<file path="src/rtl/wb_buf_arbiter_pkg.sv">
// Shared constants, state encoding and sizing helper for the buffer-manager Wishbone arbiter.
package wb_buf_arbiter_pkg;

  localparam logic [31:0] BUF_MANAGER_BASE_ADDR = 32'h0000_1000;
  localparam int          WB_ARB_STATE_W        = 2;
  localparam int          WB_ARB_TIMEOUT        = 1024;

  typedef enum logic [WB_ARB_STATE_W-1:0] {
    ST_IDLE = 2'd0,
    ST_BUSY = 2'd1,
    ST_ERR  = 2'd2
  } arb_state_t;

  // Bits needed to hold values 0..value-1; returns 0 for value <= 1.
  function automatic int clog2(input int value);
    int result;
    int v;
    result = 0;
    v = value - 1;
    while (v > 0) begin
      result = result + 1;
      v = v >> 1;
    end
    return result;
  endfunction

endpackage

</file>
<file path="src/rtl/wb_buf_arbiter_rr_pick.sv">
// Combinational round-robin picker: first requester at or above rr_ptr, wrapping modulo NUM_MASTERS.
module wb_buf_arbiter_rr_pick
  import wb_buf_arbiter_pkg::*;
#(
  parameter int NUM_MASTERS = 3,
  parameter int IDX_W       = clog2(NUM_MASTERS)
) (
  input  logic [NUM_MASTERS-1:0] req,
  input  logic [IDX_W-1:0]       rr_ptr,
  output logic [NUM_MASTERS-1:0] grant_oh,
  output logic [IDX_W-1:0]       idx,
  output logic                   valid
);

  logic [IDX_W-1:0] cand;

  always_comb begin
    grant_oh = '0;
    idx      = '0;
    valid    = 1'b0;
    cand     = '0;
    for (int k = 0; k < NUM_MASTERS; k++) begin
      cand = IDX_W'((int'(rr_ptr) + k) % NUM_MASTERS);
      if (!valid && req[cand]) begin
        valid          = 1'b1;
        idx            = cand;
        grant_oh[cand] = 1'b1;
      end
    end
  end

endmodule

</file>
<file path="src/rtl/wb_buf_arbiter.sv">
// Round-robin Wishbone arbiter sharing the buffer-manager slave; owners hold the bus for a whole
// cycle and a watchdog converts a missing ack into a one-cycle error pulse.
module wb_buf_arbiter
  import wb_buf_arbiter_pkg::*;
#(
  parameter int NUM_MASTERS = 3,
  parameter int ADDR_WIDTH  = 32,
  parameter int DATA_WIDTH  = 32,
  parameter int TIMEOUT     = WB_ARB_TIMEOUT
) (
  input  logic                              clk,
  input  logic                              reset,
  input  logic [NUM_MASTERS*ADDR_WIDTH-1:0] m_address,
  input  logic [NUM_MASTERS*DATA_WIDTH-1:0] m_writedata,
  output logic [NUM_MASTERS*DATA_WIDTH-1:0] m_readdata,
  input  logic [NUM_MASTERS-1:0]            m_strobe,
  input  logic [NUM_MASTERS-1:0]            m_cycle,
  input  logic [NUM_MASTERS-1:0]            m_write,
  output logic [NUM_MASTERS-1:0]            m_ack,
  output logic [NUM_MASTERS-1:0]            m_err,
  output logic [ADDR_WIDTH-1:0]             s_address,
  output logic [DATA_WIDTH-1:0]             s_writedata,
  input  logic [DATA_WIDTH-1:0]             s_readdata,
  output logic                              s_strobe,
  output logic                              s_cycle,
  output logic                              s_write,
  input  logic                              s_ack,
  output logic [NUM_MASTERS-1:0]            grant
);

  localparam int               IDX_W    = clog2(NUM_MASTERS);
  localparam int               WD_W     = (TIMEOUT == 0) ? 1 : clog2(TIMEOUT + 1);
  localparam logic [WD_W-1:0]  WD_LAST  = WD_W'((TIMEOUT == 0) ? 0 : TIMEOUT - 1);
  localparam logic [IDX_W-1:0] IDX_LAST = IDX_W'(NUM_MASTERS - 1);

  arb_state_t               state;
  arb_state_t               state_next;
  logic [IDX_W-1:0]         owner;
  logic [NUM_MASTERS-1:0]   owner_oh;
  logic [IDX_W-1:0]         rr_ptr;
  logic [WD_W-1:0]          watchdog;
  logic                     err_first;
  logic [NUM_MASTERS-1:0]   pick_oh;
  logic [IDX_W-1:0]         pick_idx;
  logic                     pick_valid;
  logic                     owner_cycle;
  logic                     owner_strobe;
  logic                     wd_hit;

  wb_buf_arbiter_rr_pick #(
    .NUM_MASTERS (NUM_MASTERS),
    .IDX_W       (IDX_W)
  ) u_rr_pick (
    .req      (m_cycle),
    .rr_ptr   (rr_ptr),
    .grant_oh (pick_oh),
    .idx      (pick_idx),
    .valid    (pick_valid)
  );

  assign owner_cycle  = m_cycle[owner];
  assign owner_strobe = m_strobe[owner];
  assign m_readdata   = {NUM_MASTERS{s_readdata}};

  // The limit fires on the stalled cycle that would bring the count to TIMEOUT, so an ack on that cycle still wins.
  assign wd_hit = (TIMEOUT != 0) && (state == ST_BUSY) && owner_strobe && !s_ack
                  && (watchdog == WD_LAST);

  always_ff @(posedge clk or posedge reset) begin
    if (reset) state <= ST_IDLE;
    else       state <= state_next;
  end

  always_comb begin
    state_next = state;
    case (state)
      ST_IDLE: if (pick_valid) state_next = ST_BUSY;
      ST_BUSY: begin
        if (!owner_cycle) state_next = ST_IDLE;
        else if (wd_hit)  state_next = ST_ERR;
      end
      ST_ERR:  if (!owner_cycle) state_next = ST_IDLE;
      default: state_next = ST_IDLE;
    endcase
  end

  always_ff @(posedge clk or posedge reset) begin
    if (reset) begin
      owner     <= '0;
      owner_oh  <= '0;
      rr_ptr    <= '0;
      watchdog  <= '0;
      err_first <= 1'b0;
    end else begin
      err_first <= (state == ST_BUSY) && (state_next == ST_ERR);
      if ((state == ST_IDLE) && pick_valid) begin
        owner    <= pick_idx;
        owner_oh <= pick_oh;
      end
      if ((state != ST_IDLE) && !owner_cycle)
        rr_ptr <= (owner == IDX_LAST) ? '0 : owner + IDX_W'(1);
      if ((TIMEOUT != 0) && (state == ST_BUSY) && owner_strobe && !s_ack)
        watchdog <= watchdog + WD_W'(1);
      else
        watchdog <= '0;
    end
  end

  always_comb begin
    s_cycle     = 1'b0;
    s_strobe    = 1'b0;
    s_write     = 1'b0;
    s_address   = '0;
    s_writedata = '0;
    m_ack       = '0;
    m_err       = '0;
    grant       = '0;
    case (state)
      ST_BUSY: begin
        grant       = owner_oh;
        s_cycle     = owner_cycle;
        s_strobe    = owner_strobe;
        s_write     = m_write[owner];
        s_address   = m_address[int'(owner)*ADDR_WIDTH +: ADDR_WIDTH];
        s_writedata = m_writedata[int'(owner)*DATA_WIDTH +: DATA_WIDTH];
        if (s_ack) m_ack = owner_oh;
      end
      ST_ERR: begin
        grant = owner_oh;
        if (err_first) m_err = owner_oh;
      end
      default: ;
    endcase
  end

endmodule

</file>
<file path="config.mk">
export PLATFORM = sky130hd
export DESIGN_NAME = wb_buf_arbiter
export DESIGN_NICKNAME = d
export VERILOG_FILES = /design/src/rtl/wb_buf_arbiter_pkg.sv /design/src/rtl/wb_buf_arbiter_rr_pick.sv /design/src/rtl/wb_buf_arbiter.sv
export SDC_FILE = /design/constraint.sdc
export NUM_CORES = 1
export LEC_CHECK = 0
export ABC_AREA = 1
export CAP_MARGIN = 40
export CORE_AREA = 2 2 157 159
export DETAILED_ROUTE_END_ITERATION = 10
export DIE_AREA = 0 0 159 161
export SLEW_MARGIN = 25
export SYNTH_ARGS = -nofsm -noshare
export SYNTH_HDL_FRONTEND = slang
export SYNTH_SLANG_ARGS = --single-unit
export TNS_END_PERCENT = 20
</file>
<file path="constraint.sdc">
create_clock -name clk -period 2.4 [get_ports clk]
set_clock_uncertainty 0.05 [all_clocks]
set_input_delay 0.36 -clock clk [delete_from_list [all_inputs] [get_ports clk]]
set_output_delay 0.36 -clock clk [all_outputs]
set_load 0.005 [all_outputs]
</file>
Word level (Yosys, flattened, before mapping)
Index checks and enable logic that the tools add are counted.
{ "op_classes": {"n_bitwise": 2, "n_reduce_logical": 18, "n_mux": 44, "mul": 0, "n_div": 3, "addsub": 4, "n_shift": 2, "eq_ne": 5, "n_lt_le_gt_ge": 7} }
{ "ops": {"columns": ["cell", "count"], "rows": [
  ["$shiftx 96x8->32", 2],
  ["$mod 32x3->32 const B", 2],
  ["$mux 32", 2],
  ["$mod 3x3->32 const B", 1],
  ["$mux 3", 8],
  ["$mux 2", 8],
  ["$mux 1", 15],
  ["$bmux 1 s2", 6],
  ["$lt 2x3->1 const B", 4],
  ["$add 11x1->11 const B", 1],
  ["$eq 11x10->1 const B", 1],
  ["$logic_and 1x1->1", 11],
  ["$mux 11", 1],
  ["$demux 1 s2", 3],
  ["$eq 2x2->1 const B", 3],
  ["$ge 2x1->1 const B", 3],
  ["$or 3x3->3", 2],
  ["$pmux 2 s3", 1],
  ["$logic_not 1->1", 4],
  ["$add 2x1->3 const B", 1],
  ["$add 2x2->3 const B", 1],
  ["$add 2x1->2 const B", 1],
  ["$eq 2x1->1 const B", 1],
  ["$logic_not 2->1", 1],
  ["2 further kinds", 2]
]} }
{ "word_totals": {"output_inout_bits": 172, "elab_cells": 91, "latchBits": 0, "romBits": 0, "ramBits": 0, "input_bits": 236, "memories": 0, "register_bits": 21} }

Depth between registers and ports, before layout
Gate-level depths: netlist (run 1).
{ "depth": {"depth_word": 14, "depth_mapped": 13, "mapped_depth_nobuf": 13} }

Modules after synthesis
From an unflattened synthesis (run 1), not the netlist that was laid out.
{ "unflattened": {"cells_unflattened": 715, "hier_area_um2": 3826.2} }
{ "modules_own_cells": {"columns": ["mod", "instances", "area_each_um2", "cells_each", "seq_area_each_um2"], "rows": [
  ["wb_buf_arbiter", 1, 3505.9, 654, 525.5],
  ["wb_buf_arbiter_rr_pick", 1, 320.3, 61, 0.0]
]} }

Least setup slack after synthesis (run 1)
OpenSTA, ideal clock, no wires.
{ "synth_path": {"kind": "register -> output", "from": "reg state[1]", "to": "out s_writedata[11]", "t_arrival_ns": 1.364, "t_required_ns": 1.990, "n_path_buf": 3, "setup_slack_ns": 0.626, "path_stages_with_launch": 8, "path_cell_list": "dfrtp_1 inv_1 ha_1 clkbuf_1 buf_2 buf_2 nand2_1 inv_1"} }
{ "synth_via": {"elab_chain_cells": 2} }
{ "synth_lines": {"columns": ["item", "line_no", "rtl"], "rows": [
  ["from (decl)", "wb_buf_arbiter.sv:36", "arb_state_t state;"],
  ["from (signal assigned)", "wb_buf_arbiter.sv:71", "else state <= state_next;"],
  ["$eq 2x1->1", "wb_buf_arbiter.sv:118", "case (state)"],
  ["$mux 32", "wb_buf_arbiter.sv:118", null],
  ["to (decl)", "wb_buf_arbiter.sv:22", "output logic [DATA_WIDTH-1:0] s_writedata,"]
]} }
Every way passes these cells.

Final worst setup path (run 1)
{ "layout_path": {"from": "reg owner[1]", "to": "out s_address[0]"} }
{ "layout_via": {"elab_chain_cells": 2} }
{ "layout_lines": {"columns": ["item", "line_no", "rtl"], "rows": [
  ["from (decl)", "wb_buf_arbiter.sv:38", "logic [IDX_W-1:0] owner;"],
  ["from (signal assigned)", "wb_buf_arbiter.sv:97", "owner <= pick_idx;"],
  ["$shiftx 96x8->32", "wb_buf_arbiter.sv:124", "s_address = m_address[int'(owner)*ADDR_WIDTH +: ADDR_WIDTH];"],
  ["$mux 32", "wb_buf_arbiter.sv:118", null],
  ["to (decl)", "wb_buf_arbiter.sv:21", "output logic [ADDR_WIDTH-1:0] s_address,"]
]} }
Every way passes these cells.

==> results of run 1 <==
[flip-flops by register name, summed over array words and instances, names as in the netlist]
name,cells
watchdog,11
state,2
owner,2
rr_ptr,2
err_first,1
owner_oh,3
[worst max-delay path: stages (launching register included)]
cell             delay (ps)
dfrtp_2                 450
nor2_4                  120
buf_6                   140
buf_12                  150
nand2_2                 100
nand3_2                  90
nand2_1                  60
inv_1                    70
clkdlybuf4s50_1         500
[worst min path at each step]
stage	startpoint	end	depth (start not counted)
2_1_floorplan	reset	err_first	1
3_3_place_gp	watchdog[0]	watchdog[0]	1
3_5_place_dp	watchdog[0]	watchdog[0]	1
4_1_cts	reset	owner_oh[2]	2
5_1_grt	reset	owner_oh[2]	2
6_report	reset	watchdog[10]	2
[synth_stat cells (2+ instances only)]
cell type / number / share of area (%)
inv_2: 5 / 0.48
nor3_1: 2 / 0.26
nor2_1: 20 / 1.9
o22ai_1: 2 / 0.32
o21ai_2: 2 / 0.45
a21oi_1: 8 / 1.0
o21ai_0: 14 / 1.8
dfrtp_1: 21 / 13
buf_4: 98 / 19
xnor2_1: 2 / 0.45
buf_2: 23 / 2.9
nand3_1: 136 / 17
xor2_1: 2 / 0.45
o21ai_1: 2 / 0.26
nor2_4: 3 / 0.86
nand3_2: 4 / 1.0
nand2_1: 230 / 22
inv_1: 94 / 9.0
nand4_1: 3 / 0.48
ha_1: 9 / 2.9
clkbuf_1: 11 / 1.1
[kinds of logic after synthesis]
| group | share of synthesized area, % |
|---|---|
| XOR/XNOR | 0.894 |
| flip-flops | 13.4 |
| adder cells (fa/ha/maj) | 2.87 |
| AND/OR/NAND/NOR | 44.9 |
| AO/OA/AOI/OAI | 4.70 |
| buffers and inverters | 33.2 |
[routing by layer]
layer | wire, um | up-vias | GRT usage [%]
met2 | 9470 | 287 | 22.5
met3 | 1800 | 29 | 3.21
met4 | 464 | 0 | 3.14
li1 | - | 2449 | -
met1 | 8500 | 2234 | 17.0
met5 | 0 | - | 0
[area by class of cell]
| type | instances | area (um^2) | area share, % |
|---|---|---|---|
| clock inverter | 1 | 7.51 | 0.105 |
| inverter | 101 | 418 | 5.85 |
| multi-input combinational | 447 | 2150 | 30.1 |
| tap | 324 | 405 | 5.67 |
| sequential | 21 | 528 | 7.39 |
| clock buffer | 3 | 75.1 | 1.05 |
| timing repair buffer | 315 | 3570 | 49.9 |
[power by group]
| part | switching, mW | internal, mW |
|---|---|---|
| Clock | 0.139 | 0.226 |
| Sequential | 0.0674 | 0.424 |
| Combinational | 2.78 | 2.78 |
[through the flow]
stage | utilization, % | hold WS (ps)
global placement | 26.8 | 430
finish | 29.8 | 389
detailed placement | 26.8 | 431
floorplan | - | 287
CTS | 27.9 | 412
global route | 29.8 | 455
[repair_timing]
item	in CTS	in global routing
pin swaps	1	3
endpoints found under the hold margin	0	0
setup endpoints to repair	64	68
resized for setup	11	54
hold buffers	0	0
setup buffers	4	4
cloned	4	11
==> results_dict.tcl, run 1 <==
set metrics [dict create \
    status "complete, no violations" \
    setup-violations-final 0 \
    syn_area_per_cell_um2 5.57 \
    grt_pass1_wl_um 27200 \
    dp.cells 1185 \
    startpoint "owner[1]" \
    dr.pass1.iters 5 \
    async_reset_ff_share_pct 100 \
    overflow 0 \
    viasPerCell 4.12 \
    cellLeakagePower_nw 3.82 \
    syn_nets 948 \
    setup_tns_ps 0 \
    cts.sinks 21 \
    grt_antenna_before_repair 0 \
    rr_endpoint "owner[0]" \
    synth-seq-cells 21 \
    dr.first_iter.drc_count 244 \
    rr_worst_depth 12 \
    total_power_mw 6.42 \
    synth_edf_count 0 \
    n_fill_cell 2622 \
    cp.required_ps 1990 \
    crit_end "s_address[0]" \
    pin_count 408 \
    start_kind "register" \
    tightestPinTransition_ps 543 \
    hold_path_class "input port to async pin" \
    r2r_slack_ps 390 \
    synth.cell_area_um2 3920 \
    grt_max_degree 43 \
    h-tree-depth 1 \
    die_w_um 159 \
    fin_nets 1134 \
    period_needed_ps 2360 \
    routed_wl_um 20200 \
    dr_total_vias 4999 \
    cts_tree "built" \
    final_common_cell "clkdlybuf4s50_1" \
    numPortBuffers 279 \
    detail-route-antenna-nets 0 \
    ys.flop_type "dfrtp_1" \
    diodes 0 \
    synth_cell_types 33 \
    final_hold_viol_count 0 \
    grt_pass1_vias 4776 \
    ir_worst_vdd_mv 0.390 \
    cp_max_fo 11 \
    final_cell_mix "clkdlybuf4s50_1 (249), nand2_1 (224), nand3_1 (130), inv_1 (93), dlymetal6s2s_1 (28)" \
    power.density_nw_per_um2 897 \
    cts-root-buf "clkbuf_16" \
    criticalPathCategory "register to output port" \
    ys_seq_area_share_pct 13.4 \
    drive_gt1_share_pct 8.56 \
    max-clock-path-buffers 2 \
    routedWlPerCell_um 16.7 \
    r2r-start "rr_ptr[0]" \
    grt_usage_pct 13.3 \
    areaGrowthSynthToFinish_pct 82.5 \
    fin_cells 1212 \
    design.die.area_um2 25600 \
    drc 0 \
    num_rows 57 \
    synth_cells 703 \
    numCtsBuffers 3 \
    coreArea_um2 24000 \
    fmax_mhz 424 \
    cts.clk_slew.worst_paths_ps 60 \
    cp-end-kind "output port" \
    preCtsSetupSlack_ps 119 \
    design_area_um2 7150 \
    place.gp.congestion 0.864 \
    clock_latency_ps 260 \
    slew_violations 0 \
    yosys_warnings 0 \
    die_height_um 161 \
    place_area_um2 6420 \
    start_util_pct 16.3 \
    maxCapViolCount 0 \
    dpl.hpwl_um 13600 \
    final.setup.worst_slack_ps 43.6 \
    min_period_over_period_pct 98.2 \
    relSlewSlack_pct 63.8 \
    cp.arrival_ps 1950 \
    rsz0062_at_grt "yes" \
]
Power figures use the tool's default switching activity.
==> run 2, diff against run 1 <==
--- a/config.mk
+++ b/config.mk
@@ -6,7 +6,7 @@
 export NUM_CORES = 1
 export LEC_CHECK = 0
 export ABC_AREA = 1
-export CAP_MARGIN = 40
+export CAP_MARGIN = 25
 export CORE_AREA = 2 2 157 159
 export DETAILED_ROUTE_END_ITERATION = 10
 export DIE_AREA = 0 0 159 161
==> results of run 2 <==
No change in the layout: final DEF, timing and power equal those of run 1.
==> run 3, diff against run 2 <==
--- a/config.mk
+++ b/config.mk
@@ -8,6 +8,7 @@
 export ABC_AREA = 1
 export CAP_MARGIN = 25
 export CORE_AREA = 2 2 157 159
+export CTS_BUF_LIST = sky130_fd_sc_hd__clkbuf_8
 export DETAILED_ROUTE_END_ITERATION = 10
 export DIE_AREA = 0 0 159 161
 export SLEW_MARGIN = 25
==> run 3 against run 2 <==
  * First-iteration DRC count down 2.9%
  * Fmax down 1.5%
  * Critical path depth up 1
  * Sequential share of layout area about the same
  * Combinational power down 2%
  * Clock power down 34%
  * Sequential power about the same
  * Power down 4.0%
  * Setup slack worse by 37 ps
  * Critical endpoint is now s_writedata[31]
  * Largest cell class unchanged
==> results_dict.tcl, run 3 (synthesis gave the netlist of run 1 again) <==
set metrics [dict create \
    status "complete, no violations" \
    final_common_cell "nand2_1" \
    dr.first_iter.drc_count 237 \
    min_period_over_period_pct 99.7 \
    cp-end-kind "output port" \
    final_hold_viol_count 0 \
    switching_power_mw 2.95 \
    design.die.area_um2 25600 \
    drive_gt1_share_pct 8.68 \
    cts.sinks 21 \
    grt_max_degree 43 \
    viasPerCell 4.12 \
    p_int_mw 3.21 \
    top_regs "watchdog (11), owner_oh (3)" \
    start_kind "register" \
    path_cells "buf_4 > nand2_4 > clkinv_8 > buf_4 > nand2_1 > nand3_2 > nand2_2 > inv_1 > clkdlybuf4s50_1" \
    cp_slowest_cell "dfrtp_2" \
    die_w_um 159 \
    clock_latency_ps 260 \
    detail-route-antenna-nets 0 \
    ir_worst_vdd_mv 0.437 \
    start_util_pct 16.3 \
    dpl.hpwl_um 13600 \
    cp_max_fo 8 \
    num_rows 57 \
    period_needed_ps 2390 \
    pwr-share-seq_pct 7.9 \
    hold_ws_ps 383 \
    p_clk_share_pct 3.9 \
    critPathMostFrequentCell "buf_4" \
    switching_share_pct 47.9 \
    cp.required_ps 1990 \
    cts-root-buf "clkbuf_8" \
    tightestPinTransition_ps 552 \
    place.gp.congestion 0.864 \
    cts.clk_slew.worst_paths_ps 90 \
    hold_path_class "input port to async pin" \
    power.density_nw_per_um2 859 \
    final_util_pct 29.9 \
    fmax_mhz 418 \
    drc 0 \
    largest_reg_flops 11 \
    design_area_um2 7170 \
    final_cell_mix "nand2_1 (223), clkdlybuf4s50_1 (218), nand3_1 (129), inv_1 (93), dlymetal6s2s_1 (58)" \
    dr_total_vias 4989 \
    numPortBuffers 279 \
    pin_count 408 \
    place_area_um2 6420 \
    rsz0062_at_grt "yes" \
    routedWlPerCell_um 16.6 \
    slowest_delay_ps 450 \
    criticalPathCategory "register to output port" \
    fin_nets 1133 \
    regMostFlops "watchdog" \
    areaGrowthSynthToFinish_pct 82.9 \
    cellLeakagePower_nw 4.24 \
    grt_pass1_vias 4775 \
    overflow 0 \
    numCtsBuffers 3 \
    cts_tree "built" \
    maxCapViolCount 0 \
    grt_pass1_wl_um 27200 \
    p_comb_share_pct 88.2 \
    max-clock-path-buffers 2 \
    grt_antenna_before_repair 0 \
    cp.arrival_ps 1980 \
    relSlewSlack_pct 63.1 \
    die_height_um 161 \
    grt_usage_pct 13.3 \
    h-tree-depth 1 \
    diodes 0 \
    dr.pass1.iters 6 \
    slew_violations 0 \
    coreArea_um2 24000 \
    routed_wl_um 20100 \
    setup-violations-final 0 \
]
[run 3: cell count changes in the layout (fill, tap and decap cells not counted)]
cell             before  now
clkdlybuf4s50_1     249  218
dlymetal6s2s_1       28   58
clkbuf_16            14   10
clkbuf_8              0    3
buf_12                7    8
buf_16                7    6
buf_4                 7    8
buf_6                 4    3
dlygate4sd2_1         2    3
nand2_1             224  223
nand2_4               0    1
nand3_1             130  129
nand3_2              10   11
[run 3: critical path: cells and delay by family (launching register included)]
family	cells	cell delay (ps)
buf+inv	5	930
flops	1	450
simple gates	4	330
[run 3: worst paths after layout]
kind | from | endpoint | slack, ps | cells past startpoint
max | owner[1] | s_writedata[31] | 7 | 9
min | reset | owner_oh[2] | 380 | 2
min reg2reg | watchdog[0] | watchdog[0] | 440 | 1
min in group clk | watchdog[0] | watchdog[0] | 440 | 1
max reg2reg | rr_ptr[0] | owner[0] | 400 | 12
max in group asynchronous | reset | watchdog[5] | 1400 | 3
[run 3: repair_timing]
| action | in CTS | in global routing |
|---|---|---|
| setup endpoints to repair | 67 | 67 |
| gates resized for setup | 14 | 83 |
| pin swaps | 1 | 4 |
| setup buffers | 4 | 4 |
| hold buffers | 0 | 0 |
| gates cloned | 4 | 10 |
[run 3: through the flow]
step | instances | setup TNS, ps | setup WS [ps] | total power, mW
finish | 1211 | 0 | 7.04 | 6.16
global route | 1211 | -319 | -83.1 | 6.71
CTS | 1197 | -1640 | -70.0 | 5.80
detailed placement | 1185 | 0 | 119 | 5.13
global placement | 1185 | 0 | 146 | 5.12
floorplan | 703 | 0 | 626 | 2.94
[run 3: routing by layer]
metal	GRT usage, %	wire length [um]
met1	17.0	8580
met2	22.5	9490
met3	3.21	1670
met4	3.02	415
met5	0	0
[run 3: area by class of cell]
cell class                      count  area, um^2
Clock buffer                        3        41.3
Clock inverter                      1        7.51
Fill cell                        2622       16800
Inverter                          101         418
Multi-Input combinational cell    447        2160
Sequential cell                    21         528
Tap cell                          324         405
Timing Repair Buffer              314        3600
[run 3: power by group through the flow]
stage	combinational, mW	clock, mW	sequential [mW]
after CTS	5.06	0.249	0.488
final	5.43	0.240	0.489
after floorplan	2.47	0	0.466
after global routing	5.94	0.267	0.498
after detailed placement	4.64	0	0.490
after global placement	4.63	0	0.488
